`config.mk`:
```
export PLATFORM = sky130hd
export DESIGN_NAME = control_sequencer_flat
export DESIGN_NICKNAME = d
export VERILOG_FILES = /design/src/rtl/control_sequencer_if.sv /design/src/rtl/control_sequencer.sv /design/src/flat_wrapper.sv
export SDC_FILE = /design/constraint.sdc
export NUM_CORES = 1
export LEC_CHECK = 0
export ABC_AREA = 1
export ABC_CLOCK_PERIOD_IN_PS = 1580
export CAP_MARGIN = 0
export CORE_AREA = 2 2 67 69
export CTS_BUF_LIST = sky130_fd_sc_hd__clkbuf_8
export DETAILED_ROUTE_END_ITERATION = 16
export DIE_AREA = 0 0 69 71
export PLACE_DENSITY = 0.69
export RECOVER_POWER = 100
export SETUP_SLACK_MARGIN = 0.05
export SYNTH_ARGS = -nofsm -noshare
export SYNTH_HDL_FRONTEND = slang
export SYNTH_SLANG_ARGS = --single-unit
export TNS_END_PERCENT = 50
```
`constraint.sdc`:
```
create_clock -name clk -period 1.58 [get_ports clk]
set_input_delay 0.316 -clock clk [delete_from_list [all_inputs] [get_ports clk]]
set_output_delay 0.316 -clock clk [all_outputs]
set_load 0.05 [all_outputs]
```
`src/rtl/control_sequencer_if.sv`:
```
// Memory handshake and sequencer outputs for the control_sequencer.
// SEQ_ONEHOT_CHECK_EN adds the onehot_err signal.
interface control_sequencer_if #(
  parameter int unsigned IR_W = 16
) ();
  logic [IR_W-1:0] mem_rdata;
  logic            mem_ready;
  logic [13:0]     state;
  logic [IR_W-1:0] ir;
  logic            fetch_req;
  logic            illegal_op;
`ifdef SEQ_ONEHOT_CHECK_EN
  logic            onehot_err;

  modport master (
    output mem_rdata, mem_ready,
    input  state, ir, fetch_req, illegal_op, onehot_err
  );
  modport slave (
    input  mem_rdata, mem_ready,
    output state, ir, fetch_req, illegal_op, onehot_err
  );
`else
  modport master (
    output mem_rdata, mem_ready,
    input  state, ir, fetch_req, illegal_op
  );
  modport slave (
    input  mem_rdata, mem_ready,
    output state, ir, fetch_req, illegal_op
  );
`endif
endinterface

```
`src/rtl/control_sequencer.sv`:
```
// One-hot fetch/decode/execute sequencer owning the IR and shift counter.
// Optional SEQ_ONEHOT_CHECK_EN forces recovery to S0 on a corrupted state register.
module control_sequencer #(
  parameter int unsigned IR_W  = 16,
  parameter int unsigned CNT_W = 4
) (
  input logic               clk,
  input logic               rst_n,
  control_sequencer_if.slave bus
);

  typedef enum logic [13:0] {
    StFetch   = 14'h0001,
    StDecode  = 14'h0002,
    StAlu0    = 14'h0004,
    StAlu1    = 14'h0008,
    StMem0    = 14'h0010,
    StMemWait = 14'h0020,
    StBr0     = 14'h0040,
    StBr1     = 14'h0080,
    StCall0   = 14'h0100,
    StCall1   = 14'h0200,
    StShift   = 14'h0400,
    StStack0  = 14'h0800,
    StStack1  = 14'h1000,
    StTrap    = 14'h2000
  } state_e;

  state_e          state_q;
  logic [IR_W-1:0] ir_q;
  logic [CNT_W-1:0] cnt_q;
  logic            onehot_bad;
  logic [13:0]     state_bits;

  assign state_bits = state_q;

`ifdef SEQ_ONEHOT_CHECK_EN
  assign onehot_bad     = !$onehot(state_bits);
  assign bus.onehot_err = onehot_bad;
`else
  assign onehot_bad = 1'b0;
`endif

  always_ff @(posedge clk or negedge rst_n) begin
    if (!rst_n) begin
      state_q <= StFetch;
      ir_q    <= '0;
      cnt_q   <= '0;
    end else if (onehot_bad) begin
      state_q <= StFetch;
    end else begin
      unique case (state_q)
        StFetch: begin
          if (bus.mem_ready) begin
            ir_q    <= bus.mem_rdata;
            state_q <= StDecode;
          end
        end
        StDecode: begin
          if (!ir_q[IR_W-1]) begin
            state_q <= StAlu0;
          end else begin
            case (ir_q[IR_W-2 -: 3])
              3'b000:  state_q <= StMem0;
              3'b001:  state_q <= StBr0;
              3'b010:  state_q <= StCall0;
              3'b011: begin
                state_q <= StShift;
                cnt_q   <= ir_q[CNT_W-1:0];
              end
              3'b100:  state_q <= StStack0;
              default: state_q <= StTrap;
            endcase
          end
        end
        StAlu0:    state_q <= StAlu1;
        StAlu1:    state_q <= StFetch;
        StMem0:    state_q <= StMemWait;
        StMemWait: if (bus.mem_ready) state_q <= StFetch;
        StBr0:     state_q <= StBr1;
        StBr1:     state_q <= StFetch;
        StCall0:   state_q <= StCall1;
        StCall1:   state_q <= StFetch;
        StShift: begin
          // n=0 and n=1 both leave after a single cycle
          if (cnt_q <= CNT_W'(1)) begin
            state_q <= StFetch;
          end else begin
            cnt_q <= cnt_q - CNT_W'(1);
          end
        end
        StStack0:  state_q <= StStack1;
        StStack1:  state_q <= StFetch;
        StTrap:    state_q <= StFetch;
        default:   state_q <= StFetch;
      endcase
    end
  end

  assign bus.state      = state_bits;
  assign bus.ir         = ir_q;
  assign bus.fetch_req  = state_bits[0];
  assign bus.illegal_op = state_bits[13];

endmodule

```
`src/flat_wrapper.sv`:
```
// flat-port wrapper written by rule: the top's interface ports become plain ports
module control_sequencer_flat 
#(
  parameter int unsigned IR_W  = 16,
  parameter int unsigned CNT_W = 4
)
  (clk, rst_n, bus_mem_rdata, bus_mem_ready, bus_state, bus_ir, bus_fetch_req, bus_illegal_op);
  control_sequencer_if #(.IR_W(IR_W)) bus_i ();
  input logic clk;
  input logic rst_n;
  input wire logic [$bits(bus_i.mem_rdata)-1:0] bus_mem_rdata;
  input wire logic [$bits(bus_i.mem_ready)-1:0] bus_mem_ready;
  output wire logic [$bits(bus_i.state)-1:0] bus_state;
  output wire logic [$bits(bus_i.ir)-1:0] bus_ir;
  output wire logic [$bits(bus_i.fetch_req)-1:0] bus_fetch_req;
  output wire logic [$bits(bus_i.illegal_op)-1:0] bus_illegal_op;
  assign bus_i.mem_rdata = bus_mem_rdata;
  assign bus_i.mem_ready = bus_mem_ready;
  assign bus_state = bus_i.state;
  assign bus_ir = bus_i.ir;
  assign bus_fetch_req = bus_i.fetch_req;
  assign bus_illegal_op = bus_i.illegal_op;
  control_sequencer #(.IR_W(IR_W), .CNT_W(CNT_W)) u_core (.clk(clk), .rst_n(rst_n), .bus(bus_i));
endmodule
```
==> results.md, run 1 <==
- # port buffers: 50
- Vias after detailed routing: approximately 1.6k
- Syn Std Cell Area: roughly 1800 sq um
- Setup skew after layout: 0.004748 ns
- Min Tclk post-route: 1.614 ns
- WS Path Type: reg2reg
- Setup TNS: -0.2823 ns
- Mux contribution to synthesized area: 0%
- Leakage: 1.455 nW
- CP Buf/Inv Count: 2
- Run status: complete, but fails checks
- Initial core utilization: 42.77%
- Largest area contributor in the netlist: dfrtp_1
- Post-synth top area share: 45.93%
- Setup ws final: -0.03408 ns
- Nets: around 300
- Die area: between 4000 and 5000 sq um
- Synth Area in Compound Gates: 4.384%
- GRT Resource Usage Total: ~18%
- Largest family of logic cells by synthesized area: simple AND/OR/NAND/NOR gates
- Post-Synth XOR/XNOR Area: 0.9743%
- Routed Wire Length: around 4400 um
- Clk buf depth: 2
- Seq cells post-synth: 34
- CP max-delay cell: dfstp_4
- DRC: 0
- CTS tree: done
- Share of cells above drive strength 1: ~47%
- Util after Layout: 71.07%
- Fill cells: 311
- Slew @ Worst Pin: 0.8329 ns
- Clock Sinks: 34
- Via/cell ratio: 4.756
- Setup crit end kind: flip-flop
- Mapped Avg Cell Area: 8.562 sq um
- Mapped Cells: 210
- Top Family by Delay on Critical Path: flip-flops
- CTS root buf: clkbuf_8
- Syn Nets: 231
- Drt first pass iters: 4
- Maximum clock frequency: 0.6195 GHz
- Final period utilization: 102.2%
- Core ar.: 4204 sq um
- Routability congestion estimate: 0.8306
- Layout overhead on the synthesized area: 66.18%
- Hold Crit Class: reg2reg
- Inserted Clock Buffers: 5
- Critical path's largest stage delay: 0.65 ns
- Initial DRC count: 57
- Core Rows: 24
- Area contributors post-synth: dfrtp_1 46%, nand2_1 11%, nand2_2 7.3%
- Width of the die: between 60 and 70 um
- RSZ-0062 raised after global routing: yes
- Simple-gate share of the synthesized area: 36.95%
- Failing checks: negative setup slack
- Clock Latency Late Sink: 0.29 ns
- Maximum number of pins on one net before global-route repair: 35
- Number of H-tree levels: 2
- WP data arrival: around 1.8 ns
- Cell Area, Placed: ~2700 sq um
- CTS clk-pin slew, worst paths: 0.07 ns
- Final HPWL DP: between 3000 and 4000 um
- First-pass GRT wire length: 6975 um
- Initial antenna violation count: 0
- Antenna diode count: 0
- Post-route ant nets: 0
- WL/cell: 13.02 um
- Max Slew Vio Count: 0
- Worst slew margin: about 44%
- PwrDens: about 2200 nW/um^2
- Height of the die: 71 um
- CP Launch Type: flip-flop
- Number of global-route vias before repair: approximately 1.6k
- CP required: between 1.5 and 2 ns
- Max IR drop VDD: around 1.6 mV
- Seq/Total Area, Yosys: 47.39%
- Final setup vio count: 18
- Yosys cell types: 30
- Ys Warns: 0
- Ports: 51
- Max Cap Violations: 0
- Hold Fails Final Rpt: 0
- Crit-path cells: nand2_4 -> nor2_4 -> buf_6 -> nand3_4 -> nor2_4 -> clkbuf_16 -> nand2_2 -> nand2_2
- Gr ovfl total: 0
- Crit path max fanout: 5
- Hold WS: about 0.49 ns
- Fin area: about 3000 sq um
- Adder-Cell Fraction of Synth Area: 1.392%
synthesized netlist by cell type (all sizes together):
| cell | n |
|---|---|
| nor4 | 3 |
| nand3 | 10 |
| nand4 | 1 |
| o211ai | 1 |
| nor3 | 3 |
| nand2 | 76 |
| xnor2 | 1 |
| buf | 4 |
| o22ai | 1 |
| o21ai | 9 |
| a21oi | 4 |
| or2 | 1 |
| xor2 | 1 |
| inv | 29 |
| nand3b | 1 |
| dfrtp | 33 |
| ha | 2 |
| nor2 | 29 |
| dfstp | 1 |
cells by family (layout without fill, tap and decap cells):
logic type,Yosys count,in the layout
flip-flops,34,34
buffers and inverters,33,110
AO/OA/AOI/OAI,15,15
XOR/XNOR,2,2
AND/OR/NAND/NOR,124,125
adder cells (fa/ha/maj),2,2
worst min-delay path: stages (launching register included):
cell and delay [ns]:
dfrtp_1 0.35, nand2_1 0.05, nand2_1 0.05
routing by layer:
| layer | vias to the layer above | part of all wire (%) | track usage (%) | wire length (um) |
|---|---|---|---|---|
| met5 | - | 0 | 0 | 0 |
| li1 | 796 | - | - | - |
| met1 | 763 | 42 | 20.33 | 1844 |
| met3 | 8 | 5.4 | 5.128 | 239 |
| met2 | 50 | 51 | 31.84 | 2265 |
| met4 | 0 | 1.8 | 6.754 | 79 |
state kept, by name, indices dropped and copies added (netlist names):
name,flops
u_core.cnt_q,4
u_core.bus.state,14
u_core.bus.ir,16
stage by stage:
stage | std cells | worst slack, ns | power (mW)
floorplan | 210 | -0.001657 | 3.762
global placement | 320 | -0.02888 | 4.986
detailed placement | 320 | -0.07594 | 5.047
CTS | 332 | 0.008115 | 5.997
global route | 340 | -0.1322 | 6.787
finish | 340 | -0.03408 | 6.446
final cells by class:
cell class | count | area (sq um) | area share (%)
clock buffers | 8 | 110.1 | 3.685
repair buffers | 73 | 928.4 | 31.07
multi-input cells | 144 | 899.6 | 30.11
well taps | 52 | 65.06 | 2.178
inverters | 29 | 113.9 | 3.811
flip-flops and latches | 34 | 870.8 | 29.15
placed cells by master (no fill, tap or decap), types with 2 or more instances in the layout:
cell and n:
a21oi_1 3, buf_12 25, buf_4 26, buf_6 2, clkbuf_8 8, clkdlybuf4s50_1 17
dfrtp_1 21, dfrtp_2 12, inv_1 24, inv_2 4, nand2_1 46, nand2_2 23
nand2_4 7, nand3_1 8, nor2_1 18, nor2_2 5, nor2_4 5, nor3_1 3
nor4_2 3, o21ai_0 7
final timing paths:
| path | startpoint | end | slack, ns | cells after the start |
|---|---|---|---|---|
| min in group asynchronous | rst_n | u_core.bus.state[9] | 0.65 | 2 |
| worst min register to register | u_core.bus.ir[5] | u_core.bus.ir[5] | 0.49 | 2 |
| worst max-delay path | u_core.bus.state[0] | u_core.bus.ir[7] | -0.03 | 8 |
| worst max register to register | u_core.bus.state[0] | u_core.bus.ir[7] | -0.03 | 8 |
| max in group asynchronous | rst_n | u_core.bus.state[3] | 0.34 | 2 |
| worst min-delay path | u_core.bus.ir[5] | u_core.bus.ir[5] | 0.49 | 2 |
power by group:
| part | total [mW] | switching [mW] | internal, mW |
|---|---|---|---|
| combinational | 4.16 | 2.34 | 1.82 |
| sequential | 1.53 | 0.336 | 1.19 |
| clock | 0.752 | 0.312 | 0.440 |
| total | 6.45 | 2.99 | 3.46 |
repair_timing:
action | 4_1_cts | 5_1_grt
pin swaps | 4 | 11
hold buffers | 0 | 0
hold endpoints to repair | 0 | 0
setup endpoints to repair | 22 | 29
resized for setup | 5 | 23
cloned | 0 | 2
buffers inserted | 4 | 8
Power figures use the tool's default switching activity.
==> run 2: changes to the inputs <==
--- a/config.mk
+++ b/config.mk
@@ -8,11 +8,12 @@
 export ABC_AREA = 1
 export ABC_CLOCK_PERIOD_IN_PS = 1580
 export CAP_MARGIN = 0
-export CORE_AREA = 2 2 67 69
+export CORE_AREA = 2 2 88 90
 export CTS_BUF_LIST = sky130_fd_sc_hd__clkbuf_8
+export CTS_CLUSTER_DIAMETER = 100
 export DETAILED_ROUTE_END_ITERATION = 16
-export DIE_AREA = 0 0 69 71
-export PLACE_DENSITY = 0.69
+export DIE_AREA = 0 0 90 92
+export PLACE_DENSITY = 0.43
 export RECOVER_POWER = 100
 export SETUP_SLACK_MARGIN = 0.05
 export SYNTH_ARGS = -nofsm -noshare
==> results.md, run 2 (synthesized netlist as in run 1, its figures left out) <==
- Core Rows: 32 (was 24)
- Comb pwr share: 63.7% (was 64.6%)
- CP Launch Point: u_core.bus.state[0] (unchanged)
- CP Launch Type: flip-flop (unchanged)
- Slew @ Worst Pin: 0.8684 ns (was 0.8329 ns)
- Post-route ant nets: 0 (unchanged)
- Clock Latency Late Sink: 0.28 ns (was 0.29 ns)
- Maximum clock frequency: 0.6449 GHz (was 0.6195 GHz)
- NetSw: 2.787 mW (was 2.990 mW)
- Drt first pass iters: 4 (unchanged)
- # port buffers: 50 (unchanged)
- Routed Wire Length: 4321 um (was 4428 um)
- Sequential Power Share: 24.8% (was 23.7%)
- Worst R2R Setup Slack: 0.03 ns (was -0.03 ns)
- Min Tclk post-route: 1.551 ns (was 1.614 ns)
- CTS tree: done (unchanged)
- Setup skew after layout: 0.005407 ns (was 0.004748 ns)
- Share of cells above drive strength 1: 40.56% (was 46.88%)
- PwrDens: 2001 nW/um^2 (was 2157 nW/um^2)
- Cell Area, Placed: 2786 sq um (was 2669 sq um)
- Height of the die: 92 um (was 71 um)
- Max Slew Vio Count: 0 (unchanged)
- Nets: 306 (was 308)
- Clock Sinks: 34 (unchanged)
- Fill cells: 783 (was 311)
- WS Path Type: reg2reg (unchanged)
- DRC: 0 (unchanged)
- Initial core utilization: 24.14% (was 42.77%)
- First-pass GRT wire length: 7334 um (was 6975 um)
- CTS root buf: clkbuf_8 (unchanged)
- Hold Fails Final Rpt: 0 (unchanged)
- Final HPWL DP: 3283 um (was 3011 um)
- Routability congestion estimate: 0.7621 (was 0.8306)
- Hold_buf cts: 0 (unchanged)
- Number of H-tree levels: 2 (unchanged)
- Max IR drop VDD: 1.024 mV (was 1.573 mV)
- Run status: completed (was complete, but fails checks)
- CTS clk-pin slew, worst paths: 0.07 ns (about the same)
- Final cell count without fillers: 388 (was 340)
- Crit path max fanout: 14 (was 5)
- Antenna diode count: 0 (unchanged)
- Max Cap Violations: 0 (unchanged)
- Crit Reg-Reg Endpoint: u_core.bus.ir[5] (was u_core.bus.ir[7])
- Internal power: 3.017 mW (was 3.456 mW)
- Die area: 8280 sq um (was 4899 sq um)
- Initial DRC count: 47 (was 57)
- Sw frac: 48.02% (was 46.39%)
- Fin area: 2900 sq um (was 2988 sq um)
- Setup TNS: 0 ns (was -0.2823 ns)
- Commonest non-fill, non-tap cell in the layout: nand2_1 (unchanged)
- Placed Cells incl. Taps: 374 (was 320)
- WL/cell: 11.14 um (was 13.02 um)
- Vias after detailed routing: 1525 (was 1617)
- WP data arrival: 1.73 ns (was 1.84 ns)
- Final setup vio count: 0 (was 18)
- Flip-flop count of the largest register after layout: 16 (unchanged)
- Core ar.: 7447 sq um (was 4204 sq um)
- Width of the die: 90 um (was 69 um)
- Clk pwr share: 11.5% (was 11.7%)
- Hold Crit Class: reg2reg (unchanged)
- R2r worst-path depth: 10 (was 8)
- Gr ovfl total: 0 (unchanged)
- Via/cell ratio: 3.930 (was 4.756)
- Worst slew margin: 42.11% (was 44.47%)
- Clk buf depth: 2 (unchanged)
- Setup crit end: u_core.bus.ir[5] (was u_core.bus.ir[7])
- Number of global-route vias before repair: 1526 (was 1619)
- CP required: 1.76 ns (was 1.81 ns)
- FF-to-FF Start: u_core.bus.state[0] (unchanged)
- Ports: 51 (unchanged)
- Layout overhead on the synthesized area: 61.31% (was 66.18%)
- Setup crit end kind: flip-flop (unchanged)
- GRT Resource Usage Total: 10.99% (was 17.86%)
- Initial antenna violation count: 0 (unchanged)
- Maximum number of pins on one net before global-route repair: 35 (unchanged)
- Commonest cells after routing, fill and taps aside: 51 x nand2_1, 25 x inv_1, 23 x dfrtp_1 (was 46 x nand2_1, 26 x buf_4, 25 x buf_12)
- Leakage: 1.438 nW (was 1.455 nW)
- Final period utilization: 98.14% (was 102.2%)
- Inserted Clock Buffers: 5 (unchanged)
- RSZ-0062 raised after global routing: yes (unchanged)
## run 2: changes by cell type in the layout (fill, tap and decap cells not counted), sizes merged
cell and change:
clkinv +1, nand3b -1, inv +1, clkbuf +5, buf -13, dlymetal6s2s +5
## run 2: area by class of cell
cell class / count / area (sq um) / area share (%)
clock buffers: 6 / 82.58 / 2.847
multi-input cells: 143 / 844.6 / 29.12
flip-flops and latches: 34 / 868.3 / 29.94
clock inverters: 2 / 8.758 / 0.3020
inverters: 29 / 113.9 / 3.926
repair buffers: 72 / 854.6 / 29.47
well taps: 102 / 127.6 / 4.400
## run 2: layer usage
metal	track usage (%)	vias up	share of wire, %
met5	0	-	0
li1	-	794	-
met1	13.79	689	44
met4	2.692	0	0.49
met3	3.780	2	6.9
met2	18.23	40	48
## run 2: critical path: stages (launching register included)
cell	delay, ns
dfstp_4	0.66
nand2_4	0.06
nor2_4	0.15
nand2_1	0.08
nand2_1	0.06
nand2_1	0.06
nand2_2	0.10
nor2_4	0.04
buf_12	0.14
nand2_1	0.06
nand2_1	0.04
## run 2: power groups by stage
| stage | Sequential (mW) | Combinational, mW | Clock [mW] |
|---|---|---|---|
| 2_1_floorplan | 2.31 | 1.45 | 0 |
| 3_3_place_gp | 1.50 | 3.68 | 0 |
| 3_5_place_dp | 1.49 | 3.71 | 0 |
| 4_1_cts | 1.48 | 3.83 | 0.701 |
| 5_1_grt | 1.48 | 3.99 | 0.744 |
| 6_report | 1.44 | 3.69 | 0.667 |
## run 2: worst min path at each step
stage / to / depth (start not counted) / from
after global routing: u_core.bus.ir[5] / 2 / u_core.bus.ir[5]
after CTS: u_core.bus.ir[11] / 2 / rst_n
after detailed placement: u_core.bus.ir[4] / 2 / u_core.bus.ir[4]
final: u_core.bus.ir[5] / 2 / u_core.bus.ir[5]
after floorplan: u_core.bus.ir[0] / 0 / rst_n
after global placement: u_core.bus.ir[4] / 2 / u_core.bus.ir[4]
## run 2: per-stage QoR
stage | power, mW | setup slack (ns) | hold slack [ns] | utilization, %
2_1_floorplan | 3.762 | -0.001657 | 0.02041 | -
3_3_place_gp | 5.182 | -0.09584 | 0.4735 | 37.42
3_5_place_dp | 5.193 | -0.1131 | 0.4707 | 37.42
4_1_cts | 6.017 | 0.009539 | 0.3951 | 39.23
5_1_grt | 6.213 | -0.07288 | 0.5098 | 38.94
6_report | 5.804 | 0.02932 | 0.4771 | 38.94
## run 2: timing repair
action | 4_1_cts | 5_1_grt
endpoints found under the setup margin | 25 | 27
resized for setup | 4 | 13
pin swaps | 5 | 11
setup buffers | 2 | 10
